$ cat config.mk
export PLATFORM = sky130hd
export DESIGN_NAME = keypad_scan_flat
export DESIGN_NICKNAME = d
export VERILOG_FILES = /design/src/rtl/keypad_scan_if.sv /design/src/rtl/keypad_scan.sv /design/src/flat_wrapper.sv
export SDC_FILE = /design/constraint.sdc
export NUM_CORES = 1
export LEC_CHECK = 0
export ABC_AREA = 1
export BUFFER_PORTS_ARGS = -buffer_cell sky130_fd_sc_hd__buf_2
export CAP_MARGIN = 20
export CELL_PAD_IN_SITES_DETAIL_PLACEMENT = 0
export CELL_PAD_IN_SITES_GLOBAL_PLACEMENT = 1
export CORE_MARGIN = 3
export CORE_UTILIZATION = 45
export CTS_CLUSTER_DIAMETER = 120
export DETAILED_ROUTE_END_ITERATION = 10
export PLACE_DENSITY_LB_ADDON = 0.1
export SYNTH_ARGS = -nofsm -noshare
export SYNTH_HDL_FRONTEND = slang
export SYNTH_SLANG_ARGS = --single-unit
$ cat constraint.sdc
create_clock -name clk -period 2.9 [get_ports clk]
set_input_delay 0.29 -clock clk [delete_from_list [all_inputs] [get_ports clk]]
set_output_delay 0.29 -clock clk [all_outputs]
set_load 0.05 [all_outputs]
$ cat src/rtl/keypad_scan_if.sv
// keypad_scan_if: keypad row/column lines plus the decoded row/column status bus.
interface keypad_scan_if;
  logic [3:0] rows_n;
  logic [3:0] cols_n;
  logic [7:0] rcBits;
  modport master (output rows_n, input cols_n, input rcBits);
  modport slave (input rows_n, output cols_n, output rcBits);
endinterface

$ cat src/rtl/keypad_scan.sv
// keypad_scan: 4x4 keypad column scanner with ghost rejection and press/release debounce.
module keypad_scan #(
  parameter int unsigned SCAN_DIV = 50000,
  parameter int unsigned DB_TICKS = 4
) (
  input logic clk,
  input logic reset,
  keypad_scan_if.slave kp
);
  typedef enum logic [1:0] {SCAN, PRESS_DB, HOLD, RELEASE_DB} state_t;
  state_t state_q, state_d;
  logic [3:0] s1_q, s2_q, col_q, col_d, cap_row_q, cap_row_d, db_cnt_q, db_cnt_d;
  logic [15:0] cnt_q, cnt_d;
  logic [3:0] rows_s, col_rot;
  logic tick, one_hot, db_last;
  assign rows_s = ~s2_q;
  assign tick = cnt_q == 16'(SCAN_DIV - 1);
  assign one_hot = rows_s != 4'b0 && (rows_s & (rows_s - 4'd1)) == 4'b0;
  assign db_last = db_cnt_q == 4'(DB_TICKS - 1);
  assign col_rot = {col_q[2:0], col_q[3]};
  assign cnt_d = tick ? 16'd0 : cnt_q + 16'd1;
  assign kp.cols_n = ~col_q;
  assign kp.rcBits = {(state_q == HOLD || state_q == RELEASE_DB) ? cap_row_q : 4'b0, col_q};
  always_comb begin
    state_d = state_q;
    col_d = col_q;
    cap_row_d = cap_row_q;
    db_cnt_d = db_cnt_q;
    if (tick) begin
      case (state_q)
        SCAN: begin
          if (one_hot) begin
            cap_row_d = rows_s;
            db_cnt_d = 4'd1;
            state_d = DB_TICKS == 1 ? HOLD : PRESS_DB;
          end else col_d = col_rot;
        end
        PRESS_DB: begin
          if (rows_s == cap_row_q) begin
            if (db_last) state_d = HOLD;
            else db_cnt_d = db_cnt_q + 4'd1;
          end else begin
            state_d = SCAN;
            col_d = col_rot;
          end
        end
        // a single-tick debounce releases on the first quiet tick
        HOLD: begin
          if (rows_s == 4'b0) begin
            db_cnt_d = 4'd1;
            state_d = DB_TICKS == 1 ? SCAN : RELEASE_DB;
          end
        end
        RELEASE_DB: begin
          if (rows_s != 4'b0) state_d = HOLD;
          else if (db_last) state_d = SCAN;
          else db_cnt_d = db_cnt_q + 4'd1;
        end
      endcase
    end
  end
  always_ff @(posedge clk) begin
    if (reset) begin
      s1_q <= 4'hF;
      s2_q <= 4'hF;
      cnt_q <= 16'd0;
      state_q <= SCAN;
      col_q <= 4'b0001;
      cap_row_q <= 4'b0;
      db_cnt_q <= 4'b0;
    end else begin
      s1_q <= kp.rows_n;
      s2_q <= s1_q;
      cnt_q <= cnt_d;
      state_q <= state_d;
      col_q <= col_d;
      cap_row_q <= cap_row_d;
      db_cnt_q <= db_cnt_d;
    end
  end
endmodule
$ cat src/flat_wrapper.sv
// flat-port wrapper written by rule: the top's interface ports become plain ports
module keypad_scan_flat 
#(
  parameter int unsigned SCAN_DIV = 50000,
  parameter int unsigned DB_TICKS = 4
)
  (clk, reset, kp_rows_n, kp_cols_n, kp_rcBits);
  keypad_scan_if kp_i ();
  input logic clk;
  input logic reset;
  input wire logic [$bits(kp_i.rows_n)-1:0] kp_rows_n;
  output wire logic [$bits(kp_i.cols_n)-1:0] kp_cols_n;
  output wire logic [$bits(kp_i.rcBits)-1:0] kp_rcBits;
  assign kp_i.rows_n = kp_rows_n;
  assign kp_cols_n = kp_i.cols_n;
  assign kp_rcBits = kp_i.rcBits;
  keypad_scan #(.SCAN_DIV(SCAN_DIV), .DB_TICKS(DB_TICKS)) u_core (.clk(clk), .reset(reset), .kp(kp_i));
endmodule
==> results.md, run 1 <==
* Status: complete, no violations
* Antenna-violating nets left at 0
* Port Buffer Count at 17
* Post-route setup TNS at 0 ns
* Relative contribution of combinational cells to total power at 0.051
* Slew of the pin with the lowest slew margin at 0.322 ns
* Detailed placement HPWL at 2.84 mm
* Post-cts resize count at 0
* Buffer depth of the longest clock path at 2
* Number of buffers created by CTS at 5
* Ratio of final minimum period to clock period at 0.555
* Final design instance area without fill at 2210 sq um
* DRC violations left at 0
* Source-to-sink clock delay at the later pin of the worst-skew pair at 0.28 ns
* Unrepaired setup endpoints after global routing: false
* Min cycle time layout at 1.61 ns
* Fraction of synthesized area in multiplexers at 0
* Post-synthesis share of cell area spent on and, or, nand and nor gates at 0.386
* Post-synthesis sequential element count at 38
* Final antenna diode count at 0
* Synthesized-area fraction occupied by xor and xnor cells at 0.0131
* Main combinational cell family by area after synthesis: simple AND/OR/NAND/NOR gates
* Worst relative slew slack at 0.785
* CTS clock-pin slew for the worst setup and hold paths at around 0.070 ns
* Share of the yosys chip area belonging to registers at 0.381
* Distinct cell type count after synthesis at 34
* Number of ports placed on the die boundary at 18
* Total via count in the routed design at 1,658
* Total iterations of the first detailed-routing run at 4
* Average via count per standard cell at approximately 4.6
* Number of nets in the synthesized netlist at just under 300
* Max-capacitance violation count at 0
* Avg Inst Size Synth at about 7 sq um
* Sort of element at the start of the critical path: flop
* Cell-internal power at 740 uW
* Initial Utilization at 0.482
* Post-Place Cell Area at 2120 sq um
* Die Height at 72.6 um
* First-pass GRT wire length at 6.87 mm
* Switching fraction of total power at 0.225
* Required arrival time at the worst endpoint at 3.08 ns
* Area leader, netlist: sky130_fd_sc_hd__dfxtp_1
* Type of element capturing the critical path: flop
* Count of endpoints failing hold in the final timing report at 0
* Setup violation total in the final timing report at 0
* Total global routing overflow at 0
* Start-to-end type of the worst setup path: reg2reg
* Routed length per instance at 10.1 um
* Leakage power summed over all cells at 0.000995 uW
* Max Transition Viols Final at 0
* Synthesized-area fraction occupied by adder cells at 0.0125
* X dimension of the die at between 70 and 80 um
* Share of power burned in registers at 0.563
* Initial antenna violation count at 0
* H-tree lvl count at 2
* Final Wtd Congestion at 0.797
* Layout cell share with drive strength beyond 1 at 0.215
* Cells after synthesis at 286
* Layout Area Growth over Synthesis at 10.6%
* Sw Pwr at ~210 uW
* Top cells by area, synth: sky130_fd_sc_hd__dfxtp_1 38%, sky130_fd_sc_hd__nand2_1 11%, sky130_fd_sc_hd__inv_1 9.4%
* Clock tree from TritonCTS: built
* Arrival @ worst endpoint at around 1.8 ns
* Number of warnings issued by yosys at 0
* Maximum VDD drop at about 0.00047 V
* Std-Cell Core Area at 4140 sq um
* Overall die area at 5280 sq um
* Number of hold-repair buffers added at the cts stage at 0
* Number of nets at the end of the flow at 314
* Total area of multi-input combinational cells at 1010 sq um
* Global Route Usage Sum at 0.163
* Starting DRC count in detailed routing at 59
* Fraction of power consumed by the clock network at 0.386
* Vias in the first global route at 1,586
* Min-delay worst type: in2reg
* Area of the mapped netlist at 2000 sq um
* Register cell area after layout at ~760 sq um
* Fmax achieved at 0.621 GHz
* Num rows at 23
* Total wirelength of the detailed-routed design at 3.62 mm
* Maximum fanout encountered on the critical timing path at 5
* P per Cell Area at 432 nW/um^2
* Worst Skew at 0.00374 ns
* Clock root buffer: sky130_fd_sc_hd__clkbuf_8
* # Post-CTS Setup Buffers at 0
* Compound-cell area share of the yosys netlist at 0.0920
* Area share of the largest cell type after synthesis at 0.381
* Number of sinks handled by clock tree synthesis at 38
* Largest net degree at the start of global routing at 15
* FILL cells at 427
-- metal layers --
layer,GRT usage,routed length [um]
met5,0,0
met1,0.220,1910
met2,0.255,1520
met4,0.0553,39
met3,0.0372,156
-- power by group through the flow --
| stage | Sequential (uW) | Combinational [uW] | Clock [uW] |
|---|---|---|---|
| final | 537 | 48.9 | 369 |
| after global routing | 538 | 58.1 | 400 |
| after CTS | 537 | 49.8 | 384 |
| after detailed placement | 549 | 49.7 | 0 |
| after global placement | 549 | 49.4 | 0 |
| after floorplan | 547 | 39.5 | 0 |
-- cell type report --
class,instances,share of cell area
multi-input combinational,190,0.455
sequential,38,0.344
inverter,54,0.0923
clock buffer,7,0.0391
timing repair buffer,17,0.0385
tap,50,0.0283
clock inverter,1,0.00227
-- per-stage QoR --
stage / worst slack (ns) / std cells / utilization / total power, uW / hold slack [ns]
2_1_floorplan: 1.51 / 286 / - / 587 / 0.389
3_3_place_gp: 1.31 / 349 / 0.511 / 598 / 0.393
3_5_place_dp: 1.27 / 349 / 0.511 / 599 / 0.394
4_1_cts: 1.26 / 357 / 0.533 / 971 / 0.178
5_1_grt: 1.14 / 357 / 0.533 / 996 / 0.188
6_report: 1.29 / 357 / 0.533 / 955 / 0.188
-- synthesized netlist by cell type --
cell and instances:
sky130_fd_sc_hd__a31oi_1 2, sky130_fd_sc_hd__clkinv_2 1, sky130_fd_sc_hd__or2_0 1, sky130_fd_sc_hd__dfxtp_1 38, sky130_fd_sc_hd__xnor2_1 1, sky130_fd_sc_hd__nor2_1 35
sky130_fd_sc_hd__nand3_4 2, sky130_fd_sc_hd__nor3b_1 1, sky130_fd_sc_hd__buf_2 1, sky130_fd_sc_hd__nand2_2 5, sky130_fd_sc_hd__nand4_1 3, sky130_fd_sc_hd__clkbuf_1 1
sky130_fd_sc_hd__buf_4 1, sky130_fd_sc_hd__nor2_4 5, sky130_fd_sc_hd__a21oi_1 11, sky130_fd_sc_hd__inv_2 3, sky130_fd_sc_hd__nand2_4 1, sky130_fd_sc_hd__a21oi_2 5
sky130_fd_sc_hd__o21ai_0 12, sky130_fd_sc_hd__nand3_2 1, sky130_fd_sc_hd__or2_2 9, sky130_fd_sc_hd__nand2_1 57, sky130_fd_sc_hd__ha_1 2, sky130_fd_sc_hd__buf_6 1
sky130_fd_sc_hd__nand4_2 1, sky130_fd_sc_hd__or3_1 1, sky130_fd_sc_hd__nor2_2 7, sky130_fd_sc_hd__inv_1 50, sky130_fd_sc_hd__nand3_1 17, sky130_fd_sc_hd__xor2_1 2
sky130_fd_sc_hd__nor3_2 2, sky130_fd_sc_hd__o211ai_1 1, sky130_fd_sc_hd__nor3_1 5, sky130_fd_sc_hd__o21ai_1 1
-- flip-flops by register name (all words and copies together) (netlist names) --
name,count
u_core.cnt_q,16
u_core.col_q,4
u_core.cap_row_q,4
u_core.state_q,2
u_core.s2_q,4
u_core.s1_q,4
u_core.db_cnt_q,4
-- worst paths after layout --
path / startpoint / to / slack (ns) / depth (start not counted)
setup / recovery: u_core.cnt_q[0]$_SDFF_PP0_ / u_core.col_q[1]$_SDFFE_PP0P_ / 1.29 / 8
hold / removal: kp_rows_n[0] / u_core.s1_q[0]$_SDFF_PP1_ / 0.19 / 2
setup reg to reg: u_core.cnt_q[0]$_SDFF_PP0_ / u_core.col_q[1]$_SDFFE_PP0P_ / 1.29 / 8
hold reg to reg: u_core.s1_q[1]$_SDFF_PP1_ / u_core.s2_q[1]$_SDFF_PP1_ / 0.41 / 1
-- cells by family (layout without fill, tap and decap cells) --
kind of cell,count (synthesis),count (layout)
fa+ha+maj,2,2
compound gates,32,32
simple gates,153,153
xor+xnor,3,3
flops,38,38
buf+inv,58,79
-- worst max-delay path, stage by stage, from the launching register on --
cell and delay (ns):
sky130_fd_sc_hd__dfxtp_1 0.36, sky130_fd_sc_hd__ha_1 0.25, sky130_fd_sc_hd__nand3_4 0.12, sky130_fd_sc_hd__nor2_1 0.15, sky130_fd_sc_hd__nand3_1 0.14, sky130_fd_sc_hd__nor2_2 0.13, sky130_fd_sc_hd__nand3_1 0.14, sky130_fd_sc_hd__o21ai_0 0.18
sky130_fd_sc_hd__nor2_1 0.05
-- placed cells by master (no fill, tap or decap), drive strengths merged, types with 7 or more instances in the layout --
cell    instances
nand2          63
inv            53
nor2           47
dfxtp          38
nand3          20
buf            17
a21oi          16
o21ai          13
or2            10
clkbuf          7
nor3            7
No activity file was read; power rests on OpenSTA's default activity.
==> run 2: changes to the inputs <==
ABC_AREA = 0   (was 1)
CORE_UTILIZATION = 44   (was 45)
clock period = 1.7 ns   (was 2.9 ns; I/O delays follow)
==> results.md, run 2 <==
* Ratio of final minimum period to clock period at 0.998 (+0.443)
* Required arrival time at the worst endpoint at 1.91 ns (-1.17 ns)
* Initial Utilization at 0.469 (-0.0133)
* Die Height at 69.2 um (-4.8%)
* Cells after synthesis at 196 (-31%)
* Number of nets in the synthesized netlist at 204 (-31%)
* Total iterations of the first detailed-routing run at 4 (unchanged)
* Clock tree from TritonCTS: built
* Clock root buffer: sky130_fd_sc_hd__clkbuf_8
* CP cell instances: nor2b_1 -> o211ai_1 -> a2111o_1 -> or2_0 -> a21oi_1
* Leading post-synthesis cells by instance count: 38 x sky130_fd_sc_hd__dfxtp_1, 21 x sky130_fd_sc_hd__nor2_1, 12 x sky130_fd_sc_hd__xnor2_1
* Post-synthesis sequential element count at 38 (unchanged)
* Share of the yosys chip area belonging to registers at 0.433 (+0.0526)
* Area share of the largest cell type after synthesis at 0.433 (+0.0526)
* Leakage power summed over all cells at 0.000819 uW (-18%)
* Most common library cell in the layout ignoring fill and taps: sky130_fd_sc_hd__dfxtp_1
* Max Transition Viols Final at 0 (unchanged)
* Arrival @ worst endpoint at 1.91 ns (+0.12 ns)
* Top register by number of flip-flops: u_core.cnt_q
* Layout cell share with drive strength beyond 1 at 0.269 (+0.0537)
* Port Buffer Count at 17 (unchanged)
* Std-Cell Core Area at 3740 sq um (-9.7%)
* Max stage delay on crit path at 0.55 ns (+0.19 ns)
* Worst relative slew slack at 0.728 (-0.0565)
* Maximum fanout encountered on the critical timing path at 8 (+3)
* Top cells by area, synth: sky130_fd_sc_hd__dfxtp_1 43%, sky130_fd_sc_hd__xnor2_1 6.0%, sky130_fd_sc_hd__nor2_1 4.5%
* Number of nets at the end of the flow at 234 (-25%)
* Synthesized-area fraction occupied by xor and xnor cells at 0.0898 (+0.0767)
* Fmax achieved at 0.589 GHz (-5.1%)
* Final Wtd Congestion at 0.832 (+4.5%)
* Count of endpoints failing hold in the final timing report at 0 (unchanged)
* Min-delay worst type: in2reg
* Slowest library cell on the worst path: sky130_fd_sc_hd__a2111o_1
* Maximum VDD drop at 0.000579 V (+24%)
* Total global routing overflow at 0 (unchanged)
* Min cycle time layout at 1.70 ns (+0.0864 ns)
* Routed length per instance at 12.1 um (+19%)
* Overall die area at 4780 sq um (-9.3%)
* Number of buffers created by CTS at 5 (unchanged)
* Unrepaired setup endpoints after global routing: true
* X dimension of the die at 69.2 um (-4.8%)
* Number of sinks handled by clock tree synthesis at 38 (unchanged)
* Number of enable flip-flop cells after synthesis at 0 (unchanged)
* Start-to-end type of the worst setup path: reg2reg
* Area leader, netlist: sky130_fd_sc_hd__dfxtp_1
* Avg Inst Size Synth at 8.96 sq um (+28%)
* CTS clock-pin slew for the worst setup and hold paths at 0.07 ns (about the same)
* Detailed placement HPWL at 2.39 mm (-16%)
* Post-synthesis share of cell area spent on and, or, nand and nor gates at 0.314 (-0.0721)
* Post-route setup TNS at 0 ns (unchanged)
* Most common flop cell mapped by yosys: sky130_fd_sc_hd__dfxtp_1
* Area of the mapped netlist at 1760 sq um (-12%)
* Worst hold-check slack at 0.0651 ns (-0.123 ns)
* Average via count per standard cell at 5.13 (+10%)
* Largest net degree at the start of global routing at 27 (+12)
* Num rows at 22 (-4.3%)
* Final antenna diode count at 0 (unchanged)
* Antenna-violating nets left at 0 (unchanged)
* Most common cell in the synthesized netlist: sky130_fd_sc_hd__dfxtp_1
* Fraction of synthesized area in multiplexers at 0.0342 (+0.0342)
* Compound-cell area share of the yosys netlist at 0.0827 (-0.00937)
* Total wirelength of the detailed-routed design at 3.32 mm (-8.5%)
* Max FFs per register at 16 (unchanged)
* Status: complete, no violations
* Slew of the pin with the lowest slew margin at 0.407 ns (+0.0846 ns)
* P per Cell Area at 900 nW/um^2 (+110%)
* Buffering stage count on the worst path with inverters included at 0 (unchanged)
* Synthesized-area fraction occupied by adder cells at 0.0143 (+0.00173)
* Total via count in the routed design at 1,410 (-15%)
* Distinct cell type count after synthesis at 39 (+15%)
* Source-to-sink clock delay at the later pin of the worst-skew pair at 0.28 ns (about the same)
* DRC violations left at 0 (unchanged)
* Initial antenna violation count at 0 (unchanged)
* Layout Area Growth over Synthesis at 22.5%
* Starting DRC count in detailed routing at 68 (+15%)
* Global Route Usage Sum at 0.148 (-0.0146)
* Vias in the first global route at 1,356 (-15%)
* First-pass GRT wire length at 5.89 mm (-14%)
* Number of ports placed on the die boundary at 18 (unchanged)
* Main combinational cell family by area after synthesis: simple AND/OR/NAND/NOR gates
* Most used cells in the layout excluding fill and tap cells: 33 x sky130_fd_sc_hd__dfxtp_1, 21 x sky130_fd_sc_hd__nor2_1, 17 x sky130_fd_sc_hd__buf_2, 12 x sky130_fd_sc_hd__xnor2_1, 12 x sky130_fd_sc_hd__buf_4
* Async set or reset register ratio after synthesis at 0 (unchanged)
* Sort of element at the start of the critical path: flop
* Worst Skew at 0.00566 ns (+0.00191 ns)
* Buffer depth of the longest clock path at 2 (unchanged)
* Setup violation total in the final timing report at 0 (unchanged)
* Number of warnings issued by yosys at 0 (unchanged)
* Total Power at 1940 uW (+100%)
* Delay-heaviest family, CP: compound AO/OA/AOI/OAI gates
* Type of element capturing the critical path: flop
* H-tree lvl count at 2 (unchanged)
* Max-capacitance violation count at 0 (unchanged)
==> run 2: changes by cell type in the layout (fill, tap and decap cells not counted), sizes merged, moves of 7 or more <==
cell | previous run | this run
xnor2 | 1 | 12
buf | 17 | 29
inv | 53 | 9
nand2 | 63 | 11
nand3 | 20 | 10
nand2b | 0 | 7
a21oi | 16 | 7
nor2 | 47 | 21
o21ai | 13 | 2
==> run 2: kinds of logic (layout without fill, tap and decap cells) <==
group | after synthesis | in the layout
xor+xnor | 18 | 18
mux | 6 | 6
simple gates | 95 | 95
compound gates | 22 | 22
flops | 38 | 38
fa+ha+maj | 2 | 2
buf+inv | 15 | 46
==> run 2: routing by layer <==
| metal | track usage | vias up | wire, um |
|---|---|---|---|
| li1 | - | 726 | - |
| met2 | 0.231 | 28 | 1540 |
| met4 | 0.0542 | 0 | 24 |
| met5 | 0 | - | 0 |
| met1 | 0.193 | 654 | 1630 |
| met3 | 0.0437 | 2 | 126 |
==> run 2: final cells by class <==
| cell class | instances | area, sq um |
|---|---|---|
| Clock buffer | 6 | 82.6 |
| Clock inverter | 2 | 60.1 |
| Fill cell | 342 | 1590 |
| Inverter | 9 | 33.8 |
| Multi-Input combinational cell | 143 | 967 |
| Sequential cell | 38 | 772 |
| Tap cell | 48 | 60.1 |
| Timing Repair Buffer | 29 | 175 |
==> run 2: path summary, 6_finish.rpt <==
path / from / endpoint / slack, ns / depth (start not counted)
hold / removal: kp_rows_n[0] / u_core.s1_q[0]$_SDFF_PP1_ / 0.07 / 2
setup / recovery: u_core.s2_q[1]$_SDFF_PP1_ / u_core.cap_row_q[3]$_SDFFE_PP0P_ / 0.003 / 5
hold reg to reg: u_core.s1_q[3]$_SDFF_PP1_ / u_core.s2_q[3]$_SDFF_PP1_ / 0.41 / 1
setup reg to reg: u_core.s2_q[1]$_SDFF_PP1_ / u_core.cap_row_q[3]$_SDFFE_PP0P_ / 0.003 / 5
==> run 2: stage by stage <==
step / cells / cell area [sq um] / setup slack, ns / utilization
finish: 275 / 2150 / 0.00325 / 0.575
global route: 275 / 2150 / -0.0829 / 0.575
CTS: 274 / 2110 / 0.00404 / 0.564
detailed placement: 266 / 1970 / -0.0234 / 0.525
global placement: 266 / 1970 / 0.0163 / 0.525
floorplan: 196 / 1760 / 0.0317 / -
==> run 2: worst reg2reg max path, delay by kind of cell (launching register included) <==
kind	cells	cell delay, ns
and+or+nand+nor	2	0.39
AOI/OAI and AO/OA	3	0.85
DFF	1	0.38
==> run 2: report_power, final <==
part           total (uW)  switching (uW)  internal, uW
clock                 939             313           626
sequential            914            11.1           903
combinational        82.2            43.3          38.9
total                1940             367          1570
==> run 2: what timing repair did <==
| action | CTS | global route |
|---|---|---|
| buffers inserted | 0 | 1 |
| cloned | 0 | 0 |
| hold buffers | 0 | 0 |
| pin swaps | 1 | 3 |
| gates resized for setup | 3 | 9 |
| setup endpoints to repair | 4 | 13 |
==> run 3: changes to the inputs <==
CORE_ASPECT_RATIO = 1.2   (was default)
==> results.md, run 3 (synthesized netlist as in run 2, its figures left out) <==
* H-tree lvl count at 2 (unchanged)
* Capturing point of the worst reg2reg path: u_core.cap_row_q[1]$_SDFFE_PP0P_
* PnR worst setup slack at 0.0101 ns (+0.00684 ns)
* FILL cells at 367 (+7.3%)
* Buffering stage count on the worst path with inverters included at 0 (unchanged)
* Sort of element at the start of the critical path: flop
* Capture point of the worst path: u_core.cap_row_q[1]$_SDFFE_PP0P_
* R2R cell count at 5 (unchanged)
* Most common library cell in the layout ignoring fill and taps: sky130_fd_sc_hd__dfxtp_1
* Max-capacitance violation count at 0 (unchanged)
* Status: complete, no violations
* Number of nets at the end of the flow at 233 (-0.43%)
* Overall die area at 4790 sq um (about the same)
* Leakage power summed over all cells at 0.000806 uW (-1.5%)
* Initial antenna violation count at 0 (unchanged)
* Max Transition Viols Final at 0 (unchanged)
* Number of sinks handled by clock tree synthesis at 38 (unchanged)
* Layout cell share with drive strength beyond 1 at 0.261 (-0.00766)
* Die Height at 75.2 um (+8.7%)
* Port Buffer Count at 17 (unchanged)
* Maximum fanout encountered on the critical timing path at 7 (-1)
* Buffer depth of the longest clock path at 2 (unchanged)
* Count of endpoints failing hold in the final timing report at 0 (unchanged)
* P per Cell Area at 810 nW/um^2 (-10%)
* Min-delay worst type: in2reg
* Num rows at 24 (+9.1%)
* Source-to-sink clock delay at the later pin of the worst-skew pair at 0.29 ns (about the same)
* Vias in the first global route at 1,340 (-1.2%)
* Antenna-violating nets left at 0 (unchanged)
* Arrival @ worst endpoint at 1.91 ns (about the same)
* Layout Area Growth over Synthesis at 22.4%
* Placement-stage worst setup slack at -0.0413 ns (-0.0179 ns)
* Worst relative slew slack at 0.705 (-0.0233)
* Final Wtd Congestion at 0.886 (+6.4%)
* Total global routing overflow at 0 (unchanged)
* Maximum VDD drop at 0.000621 V (+7.3%)
* Unrepaired setup endpoints after global routing: true
* CTS clock-pin slew for the worst setup and hold paths at 0.07 ns (about the same)
* First-pass GRT wire length at 5.84 mm (-0.82%)
* Detailed placement HPWL at 2.43 mm (+1.7%)
* Critical R2R Launch: u_core.cnt_q[11]$_SDFF_PP0_
* Number of hold-repair buffers added at the cts stage at 0 (unchanged)
* Top register by number of flip-flops: u_core.cnt_q
* Initial Utilization at 0.471 (+0.00252)
* Delay-heaviest family, CP: simple AND/OR/NAND/NOR gates
* Total iterations of the first detailed-routing run at 4 (unchanged)
* Setup slack on the worst flop-to-flop path at 0.01 ns (about the same)
* X dimension of the die at 63.7 um (-8.0%)
* Average via count per standard cell at 5.05 (-1.6%)
* Max FFs per register at 16 (unchanged)
* Start-to-end type of the worst setup path: reg2reg
* Number of ports placed on the die boundary at 18 (unchanged)
* Total via count in the routed design at 1,403 (-0.50%)
* Clock root buffer: sky130_fd_sc_hd__clkbuf_8
* Setup violation total in the final timing report at 0 (unchanged)
* Max stage delay on crit path at 0.42 ns (-0.13 ns)
* Most used cells in the layout excluding fill and tap cells: 32 x sky130_fd_sc_hd__dfxtp_1, 21 x sky130_fd_sc_hd__nor2_1, 17 x sky130_fd_sc_hd__buf_2, 12 x sky130_fd_sc_hd__xnor2_1, 11 x sky130_fd_sc_hd__nand2_1
* Critical path depth in cells at 5 (unchanged)
* Worst Skew at 0.0103 ns (+0.00462 ns)
* CP cell instances: nor4b_4 -> nand4_4 -> a2111o_1 -> or2_0 -> a21oi_1
* Number of buffers created by CTS at 5 (unchanged)
* Clock tree from TritonCTS: built
* Total wirelength of the detailed-routed design at 3.42 mm (+3.0%)
* Required arrival time at the worst endpoint at 1.92 ns (about the same)
* Ratio of final minimum period to clock period at 0.994 (-0.00403)
* Final antenna diode count at 0 (unchanged)
* Slowest library cell on the worst path: sky130_fd_sc_hd__a2111o_1
* Worst hold-check slack at 0.0680 ns (+0.00285 ns)
* DRC violations left at 0 (unchanged)
* Total Power at 1740 uW (-10%)
* Slew of the pin with the lowest slew margin at 0.442 ns (+0.0355 ns)
* Type of element capturing the critical path: flop
* Min cycle time layout at 1.69 ns (-0.00684 ns)
* Global Route Usage Sum at 0.156 (+0.00781)
* Routed length per instance at 12.3 um (+1.9%)
* Launching element of the worst setup path: u_core.cnt_q[11]$_SDFF_PP0_
* Starting DRC count in detailed routing at 96 (+41%)
* Largest net degree at the start of global routing at 27 (unchanged)
* Std-Cell Core Area at 3720 sq um (-0.53%)
* Hold path start: kp_rows_n[0]
* Fmax achieved at 0.592 GHz (+0.41%)
run 3: cell types whose count changed in the layout (fill, tap and decap cells not counted), sizes merged:
cell    change
bufinv      -1
buf         -1
clkbuf      +1
run 3: layout make-up:
cell class | count | area, sq um | share of cell area
clock buffers | 7 | 76.3 | 0.0355
clock inverters | 1 | 30.0 | 0.0140
inverters | 9 | 33.8 | 0.0157
multi-input cells | 143 | 995 | 0.463
flip-flops and latches | 38 | 768 | 0.358
well taps | 52 | 65.1 | 0.0303
repair buffers | 28 | 180 | 0.0839
run 3: worst min path at each step:
stage	endpoint	slack, ns	depth (start not counted)
floorplan	u_core.s1_q[0]$_SDFF_PP1_	0.27	1
global placement	u_core.s1_q[0]$_SDFF_PP1_	0.35	2
detailed placement	u_core.s1_q[0]$_SDFF_PP1_	0.35	2
CTS	u_core.s1_q[0]$_SDFF_PP1_	0.06	2
global route	u_core.s1_q[2]$_SDFF_PP1_	0.06	2
finish	u_core.s1_q[0]$_SDFF_PP1_	0.07	2
run 3: power by group:
| group | switching [uW] | internal (uW) | leakage (uW) | total (uW) |
|---|---|---|---|---|
| logic | 42.5 | 41.0 | 0.000446 | 83.6 |
| registers | 12.6 | 906 | 0.000308 | 918 |
| clock network | 298 | 439 | 0.0000524 | 737 |
| total | 353 | 1390 | 0.000806 | 1740 |
run 3: metal layers:
layer  wire, um  up-vias  GRT usage
li1           -      725          -
met1       1390      658      0.162
met2       1890       14      0.295
met3         80        6     0.0418
met4         61        0     0.0719
met5          0        -          0
run 3: metrics by stage:
| stage | utilization | cell area [sq um] | instances | TNS [ns] |
|---|---|---|---|---|
| after CTS | 0.563 | 2100 | 278 | 0 |
| after detailed placement | 0.531 | 1980 | 269 | -0.179 |
| after global placement | 0.531 | 1980 | 269 | -0.0282 |
| after global routing | 0.577 | 2150 | 278 | -0.400 |
| after floorplan | - | 1760 | 196 | 0 |
| final | 0.577 | 2150 | 278 | 0 |
run 3: repair_timing:
action,in CTS,in global routing
gates resized for setup,1,13
buffers inserted,1,0
cloned,0,0
hold endpoints to repair,0,0
endpoints found under the setup margin,8,16
pin swaps,1,6
